### src/rtl/spi_flash_reader_if.sv
// spi_flash_reader_if: request/stream port between the frame-data generator and the flash reader
interface spi_flash_reader_if;
  logic [23:0] addr;
  logic [15:0] len;
  logic go;
  logic rdy;
  logic [7:0] data;
  logic valid;
  modport master (output addr, len, go, input rdy, data, valid);
  modport slave (input addr, len, go, output rdy, data, valid);
endinterface

### src/rtl/spi_flash_reader.sv
// spi_flash_reader: SPI NOR read master (mode 0, clk/2), one byte-strobe per received byte.
// Define SPI_FLASH_FAST_READ_EN for the fast-read opcode with 8 dummy bit periods.
module spi_flash_reader #(
  parameter logic [7:0] CMD_READ = 8'h03,
  parameter logic [7:0] CMD_FAST_READ = 8'h0B,
  parameter int CS_HIGH_CYCLES = 2
) (
  input logic clk,
  input logic rst_n,
  spi_flash_reader_if.slave sr,
  output logic spi_cs_n,
  output logic spi_clk,
  output logic spi_mosi,
  input logic spi_miso
);
`ifdef SPI_FLASH_FAST_READ_EN
  localparam logic [7:0] OPCODE = CMD_FAST_READ;
  localparam bit FAST = 1'b1;
`else
  localparam logic [7:0] OPCODE = CMD_READ;
  localparam bit FAST = 1'b0;
`endif
  localparam int GW = CS_HIGH_CYCLES > 1 ? $clog2(CS_HIGH_CYCLES) : 1;
  typedef enum logic [2:0] {IDLE, CMD, ADDR, DUMMY, DATA, GAP} state_t;
  state_t state;
  logic ph, emit;
  logic [4:0] bc;
  logic [30:0] tx;
  logic [15:0] rx, len_q;
  logic [16:0] nb;
  logic [GW-1:0] gc;
  // Each byte is released one byte-period late (after the next byte has been clocked in),
  // so the last byte's strobe coincides with the end of the final bit period and cs_n rising.
  always_ff @(posedge clk or negedge rst_n) begin
    if (!rst_n) begin
      state <= IDLE;
      ph <= 1'b0;
      emit <= 1'b0;
      bc <= '0;
      tx <= '0;
      rx <= '0;
      len_q <= '0;
      nb <= '0;
      gc <= '0;
      sr.rdy <= 1'b1;
      sr.valid <= 1'b0;
      sr.data <= 8'h00;
      spi_cs_n <= 1'b1;
      spi_clk <= 1'b0;
      spi_mosi <= 1'b0;
    end else begin
      sr.valid <= 1'b0;
      if (state == IDLE) begin
        if (sr.go) begin
          state <= CMD;
          sr.rdy <= 1'b0;
          spi_cs_n <= 1'b0;
          spi_mosi <= OPCODE[7];
          tx <= {OPCODE[6:0], sr.addr};
          len_q <= sr.len;
          ph <= 1'b0;
          emit <= 1'b0;
          bc <= '0;
          nb <= '0;
        end
      end else if (state == GAP) begin
        if (gc == '0) begin
          state <= IDLE;
          sr.rdy <= 1'b1;
        end else gc <= gc - 1'b1;
      end else if (!ph) begin
        if (emit) begin
          sr.data <= rx[15:8];
          sr.valid <= 1'b1;
          emit <= 1'b0;
        end
        if (emit && nb == {1'b0, len_q} + 17'd2) begin
          state <= GAP;
          spi_cs_n <= 1'b1;
          gc <= GW'(CS_HIGH_CYCLES - 1);
        end else begin
          spi_clk <= 1'b1;
          ph <= 1'b1;
        end
      end else begin
        spi_clk <= 1'b0;
        ph <= 1'b0;
        bc <= bc + 1'b1;
        tx <= {tx[29:0], 1'b0};
        spi_mosi <= tx[30];
        if (state == DATA) begin
          rx <= {rx[14:0], spi_miso};
          if (bc[2:0] == 3'd7) begin
            nb <= nb + 17'd1;
            emit <= nb != '0;
          end
        end
        if (state == CMD && bc == 5'd7) begin
          state <= ADDR;
          bc <= '0;
        end
        if (state == ADDR && bc == 5'd23) begin
          state <= FAST ? DUMMY : DATA;
          bc <= '0;
        end
        if (state == DUMMY && bc == 5'd7) begin
          state <= DATA;
          bc <= '0;
        end
      end
    end
  end
endmodule

### src/flat_wrapper.sv
// flat-port wrapper written by rule: the top's interface ports become plain ports
module spi_flash_reader_flat 
#(
  parameter logic [7:0] CMD_READ = 8'h03,
  parameter logic [7:0] CMD_FAST_READ = 8'h0B,
  parameter int CS_HIGH_CYCLES = 2
)
  (clk, rst_n, spi_cs_n, spi_clk, spi_mosi, spi_miso, sr_addr, sr_len, sr_go, sr_rdy, sr_data, sr_valid);
  spi_flash_reader_if sr_i ();
  input logic clk;
  input logic rst_n;
  output logic spi_cs_n;
  output logic spi_clk;
  output logic spi_mosi;
  input logic spi_miso;
  input wire logic [$bits(sr_i.addr)-1:0] sr_addr;
  input wire logic [$bits(sr_i.len)-1:0] sr_len;
  input wire logic [$bits(sr_i.go)-1:0] sr_go;
  output wire logic [$bits(sr_i.rdy)-1:0] sr_rdy;
  output wire logic [$bits(sr_i.data)-1:0] sr_data;
  output wire logic [$bits(sr_i.valid)-1:0] sr_valid;
  assign sr_i.addr = sr_addr;
  assign sr_i.len = sr_len;
  assign sr_i.go = sr_go;
  assign sr_rdy = sr_i.rdy;
  assign sr_data = sr_i.data;
  assign sr_valid = sr_i.valid;
  spi_flash_reader #(.CMD_READ(CMD_READ), .CMD_FAST_READ(CMD_FAST_READ), .CS_HIGH_CYCLES(CS_HIGH_CYCLES)) u_core (.clk(clk), .rst_n(rst_n), .sr(sr_i), .spi_cs_n(spi_cs_n), .spi_clk(spi_clk), .spi_mosi(spi_mosi), .spi_miso(spi_miso));
endmodule
### config.mk
export PLATFORM = sky130hd
export DESIGN_NAME = spi_flash_reader_flat
export DESIGN_NICKNAME = d
export VERILOG_FILES = /design/src/rtl/spi_flash_reader_if.sv /design/src/rtl/spi_flash_reader.sv /design/src/flat_wrapper.sv
export SDC_FILE = /design/constraint.sdc
export NUM_CORES = 1
export LEC_CHECK = 0
export BUFFER_PORTS_ARGS = -buffer_cell sky130_fd_sc_hd__buf_2
export CAP_MARGIN = 0
export CORE_MARGIN = 2
export CORE_UTILIZATION = 27
export DETAILED_ROUTE_END_ITERATION = 7
export PLACE_DENSITY = 0.43
export SLEW_MARGIN = 20
export SYNTH_ARGS = -nofsm -noshare
export SYNTH_HDL_FRONTEND = slang
export SYNTH_SLANG_ARGS = --single-unit
### constraint.sdc
create_clock -name clk -period 3.06 [get_ports clk]
set_clock_uncertainty 0.05 [all_clocks]
set_input_delay 0.153 -clock clk [delete_from_list [all_inputs] [get_ports clk]]
set_output_delay 0.153 -clock clk [all_outputs]
set_load 0.01 [all_outputs]
Word level (Yosys, flattened, before mapping)
Cells that the tools add are included.
{"block": "classes", "shift": 0, "reduce_logical": 25, "n_lt_le_gt_ge": 0, "mux": 54, "addsub": 4, "multipliers": 0, "n_eq_ne": 19, "n_bitwise": 3, "n_div": 0}
{"cell": "$mux 31", "count": 4}
{"cell": "$mux 17", "count": 6}
{"cell": "$mux 5", "count": 7}
{"cell": "$mux 1", "count": 28}
{"cell": "$mux 3", "count": 9}
{"cell": "$reduce_and 4->1", "count": 5}
{"cell": "$add 16x2->17 const B", "count": 1}
{"cell": "$add 17x1->17 const B", "count": 1}
{"cell": "$eq 17x17->1", "count": 1}
{"cell": "$reduce_bool 17->1", "count": 1}
{"cell": "$reduce_and 3->1", "count": 4}
{"cell": "$reduce_bool 2->1", "count": 6}
{"cell": "$eq 3x3->1 const B", "count": 3}
{"cell": "$ne 3x3->1 const B", "count": 3}
{"cell": "$ne 2x2->1 const B", "count": 4}
{"cell": "$eq 3x2->1 const B", "count": 2}
{"cell": "$ne 6x6->1 const B", "count": 1}
{"cell": "$add 5x1->5 const B", "count": 1}
{"cell": "$eq 5x3->1 const B", "count": 1}
{"cell": "$eq 5x5->1 const B", "count": 1}
{"cell": "$reduce_and 5->1", "count": 1}
{"cell": "$logic_and 1x1->1", "count": 4}
{"cell": "$ne 2x1->1 const B", "count": 2}
{"cell": "$reduce_and 2->1", "count": 2}
{"cell": "other kinds (5)", "count": 7}
{"block": "totals", "out_inout_bits": 13, "latchBits": 0, "ff_bits": 104, "mem_bits_rw": 0, "mem_bits_ro": 0, "wordCells": 120, "in_bits": 44, "memories": 0}

Depth between registers and ports, before layout
{"block": "logic_depth", "word_depth": 8, "ltp_mapped": 10, "depth_no_buf": 9}

Worst setup path after synthesis
No wires, ideal clock.
{"block": "synth_path", "path_kind": "register to register", "startpoint": "register u_core.len_q[1]", "endpoint": "register u_core.state[0]", "path_slack_ns": 0.681, "path_stages_with_launch": 11, "t_arrival_ns": 2.225, "n_path_buf": 2, "required_time_ns": 2.906, "setup_ns": 0.104, "synth_period_minus_slack_ns": 2.379, "path_cell_list": "dfrtp_1 > ha_1 > and4_1 > buf_2 > nor2_2 > a311o_1 > nor4_2 > o211ai_1 > or2_1 > buf_6 > o41ai_4"}
{"block": "synth_between", "elab_chain_cells": 5}
{"item": "start: declaration", "line": "spi_flash_reader.sv:29", "source": "logic [15:0] rx, len_q;"}
{"item": "start signal: assignment", "line": "spi_flash_reader.sv:60", "source": "len_q <= sr.len;"}
{"item": "$add 16x2->17", "line": "spi_flash_reader.sv:77", "source": "if (emit && nb == {1'b0, len_q} + 17'd2) begin"}
{"item": "$eq 17x17->1", "line": "spi_flash_reader.sv:77"}
{"item": "$logic_and 1x1->1", "line": "spi_flash_reader.sv:77"}
{"item": "$reduce_bool 4->1 (no source line)"}
{"item": "$reduce_and 4->1 (no source line)"}
{"item": "end signal: assignment", "line": "spi_flash_reader.sv:103", "source": "state <= FAST ? DUMMY : DATA;"}
{"item": "end: declaration", "line": "spi_flash_reader.sv:25", "source": "state_t state;"}
Every way passes these cells.
A chain may end at the register's enable or synchronous reset.

Final worst setup path
Same ends and word-level chain as after synthesis.

==> summary.md <==
| Metric | Value |
|---|---|
| H-tree levels | 3 |
| Area grow syn2layout | 19.53% |
| Grt ovf | 0 |
| CP peak stage delay | 0.41 ns |
| Syn nets | just under 600 |
| Final hold vios | 0 |
| Largest net degree at the start of global routing | slightly below 60 |
| Total Die Area | between 20000 and 25000 um^2 |
| Setup TNS Final | 0 ns |
| Reg2reg start | u_core.len_q[1]$_DFFE_PN0P_ |
| Clk_lat worst skew | about 0.36 ns |
| Min cycle time layout | 2.610 ns |
| Reg2Reg Capture Point | u_core.state[0]$_DFFE_PN0P_ |
| Vias in the first global route | 4069 |
| Biggest area consumer among synthesized cells | dfrtp_1 |
| Power Total | ~5.2 mW |
| Gp weighted congestion | just over 0.8 |
| Crit path depth | 8 |
| Die W | 143.1 um |
| Yosys top cell area share | 48.83% |
| Iteration-0 DRC Markers | 151 |
| Yosys warnings | 0 |
| Slowest-stage cell, CP | dfrtp_1 |
| FFs w/ async S/R, synth | 100.0% |
| Worst path arrival time | roughly 2.8 ns |
| Clock Path Buffers | 2 |
| Worst slew pin tran | 0.7834 ns |
| CP max FO | 7 |
| Die height | around 140 um |
| Crit-path cells | ha_1, and4_1, nor2_2, a311o_1, nor4_2, o211ai_1, or2_1, o41ai_4 |
| Maximum VDD drop | roughly 0.37 mV |
| Top Family by Delay on Critical Path | simple AND/OR/NAND/NOR gates |
| Unique masters post-synth | between 50 and 60 |
| DRC viols | 0 |
| Number of synthesized flops with an enable pin | 0 |
| Buf+Inv Stages, Crit Path | 0 |
| CP startpoint kind | register |
| Vias/cell | 4.591 |
| Total wire length | around 12 mm |
| # setup viols final | 0 |
| Buffers on Ports | 56 |
| Metal2 WL | between 5 and 6 mm |
| Core Util, Final | 33.18% |
| Lkg Pwr | about 2.9 nW |
| Remaining antenna violation count | 0 |
| CP Capture Point | u_core.state[0]$_DFFE_PN0P_ |
| Rows | 50 |
| N_diodes | 0 |
| Slew Limit Fails | 0 |
| Mapped Cells | between 500 and 600 |
| Drt wl/cell | ~13 um |
| Top post-synthesis cells by count | 105 x nand2_1, 102 x dfrtp_1, 42 x o21ai_0, 28 x nor2_1 |
| Post-DP HPWL | between 7 and 8 mm |
| Met3 WL | 486 um |
| Synthesized flop and latch total | about 100 |
| Worst-path clk slew | around 0.08 ns |
| Max frequency | 0.3832 GHz |
| R2R depth | 8 |
| CTS tree | built |
| Final instance area | 6248 um^2 |
| Max cap viols | 0 |
| Worst path required time | 3.27 ns |
| Final-stage net count | about 640 |
| Total core area | 18830 um^2 |
| Unrepaired setup endpoints after global routing | no |
| Initial Util | between 20% and 30% |
| Via count | between 3k and 4k |
| Hold Crit Class | in -> reg |
| Placed cell area | 5762 um^2 |
| Seq/Total Area, Yosys | between 40% and 50% |
| Worst Setup Path Type | reg -> reg |
| Drt pass-1 iters | 4 |
| Most frequent cell after synthesis | nand2_1 |
| Relative slew margins | a little under half |
| IO Pins | 57 |
| Share of layout cells above drive strength 1 | just under 20% |
| Initial antenna violation count | 0 |
| Top Metal Used | met4 |
| P per Cell Area | 836.6 nW/um^2 |
| Total track usage | about an eighth |
| Flop2flop setup slack | 0.45 ns |
| Sink Count | about 100 |
| First-pass GRT wire length | 19.62 mm |
| Worst Setup SP | u_core.len_q[1]$_DFFE_PN0P_ |
| Main synth FF type | dfrtp_1 |
| Syn Std Cell Area | roughly 5200 um^2 |
| Synth top area cells | dfrtp_1 49%, nand2_1 7.5%, mux2_2 5.4%, mux2i_1 4.8%, o21ai_0 4.0% |
| Clock root buffer | clkbuf_16 |
| Status | finished clean |
| Met1 WL | approximately 5.4 mm |
| Number of setup buffers added after CTS | 0 |
| Fin crit share | 85.29% |
| CP endpoint kind | register |
| Avg Synthesized Cell Area | 9.771 um^2 |
| CTS Buf Count | 9 |
## report_power, final
group / switching, mW / total (mW) / internal [mW]
clock network: 0.560 / 1.13 / 0.574
logic: 1.06 / 1.88 / 0.819
registers: 0.440 / 2.21 / 1.77
## area by class of cell
type / count / area (um^2)
Sequential cell: 104 / 2605
Clock inverter: 6 / 67.56
Inverter: 14 / 52.55
Timing Repair Buffer: 81 / 530.5
Multi-Input combinational cell: 384 / 2439
Clock buffer: 10 / 229.0
Tap cell: 260 / 325.3
Fill cell: 1922 / 12580
## logic make-up after synthesis
| logic type | synth area share [%] |
|---|---|
| buf+inv | 3.710 |
| fa+ha+maj | 1.197 |
| flops | 49.83 |
| xor+xnor | 5.864 |
| simple gates | 18.79 |
| compound gates | 10.44 |
| mux | 10.17 |
## cells in the final DEF (no fill, tap or decap), types with 3 or more instances in the layout
cell type,n
mux2i_1,25
xnor2_1,21
and2_1,4
nor2_1,26
buf_4,6
o211ai_1,3
o21ai_0,42
nand4_1,10
dfrtp_1,102
nand3_1,24
mux2_2,25
clkinv_4,3
buf_2,55
nor3_1,7
nor4_1,4
ha_1,5
a22oi_1,3
a31oi_1,4
a21o_1,3
or2_2,3
inv_1,14
a22o_1,4
dlygate4sd3_1,19
or3_1,5
nand2_1,105
a21oi_1,5
clkbuf_16,9
xor2_1,14
o22ai_1,5
## worst min-delay path by stage
stage	startpoint	endpoint	slack, ns	cells past startpoint
6_report	sr_addr[16]	u_core.tx[16]$_DFFE_PN0P_	0.03	3
5_1_grt	sr_addr[7]	u_core.tx[7]$_DFFE_PN0P_	0.02	3
4_1_cts	sr_addr[11]	u_core.tx[11]$_DFFE_PN0P_	0.01	3
3_5_place_dp	rst_n	u_core.len_q[15]$_DFFE_PN0P_	0.24	1
3_3_place_gp	rst_n	u_core.len_q[13]$_DFFE_PN0P_	0.24	1
2_1_floorplan	rst_n	u_core.bc[0]$_DFFE_PN0P_	-0.19	0
## timing repair
item                                    CTS  global route
hold endpoints to repair                 75             0
gates resized for setup                   0             0
endpoints found under the setup margin    0             0
hold buffers                             19             0
## registers in the layout, summed over array words and instances, names as in the netlist, 3 cells and up
| name | flops |
|---|---|
| u_core.bc | 5 |
| u_core.state | 3 |
| u_core.sr.data | 8 |
| u_core.nb | 17 |
| u_core.rx | 16 |
| u_core.tx | 31 |
| u_core.len_q | 16 |
## layer usage
metal / up-vias / global-route usage (%)
met5: - / 0
met4: 0 / 2.918
met3: 11 / 3.924
met2: 66 / 20.20
met1: 1897 / 15.02
li1: 1970 / -
## worst register-to-register path, delay by kind of cell, from the launching register on
kind | cells | cell delay, ns
fa+ha+maj | 1 | 0.26
compound gates | 3 | 0.76
flops | 1 | 0.41
simple gates | 4 | 1.05
## metrics by stage
stage / worst slack (ns) / std cells / hold WS (ns)
finish: 0.4501 / 859 / 0.02573
global route: 0.2957 / 859 / 0.01850
CTS: 0.4462 / 859 / 0.01071
detailed placement: 0.4651 / 824 / 0.2414
global placement: 0.5207 / 824 / 0.2362
floorplan: 0.6807 / 535 / -0.1926
No activity file was read; power rests on OpenSTA's default activity.
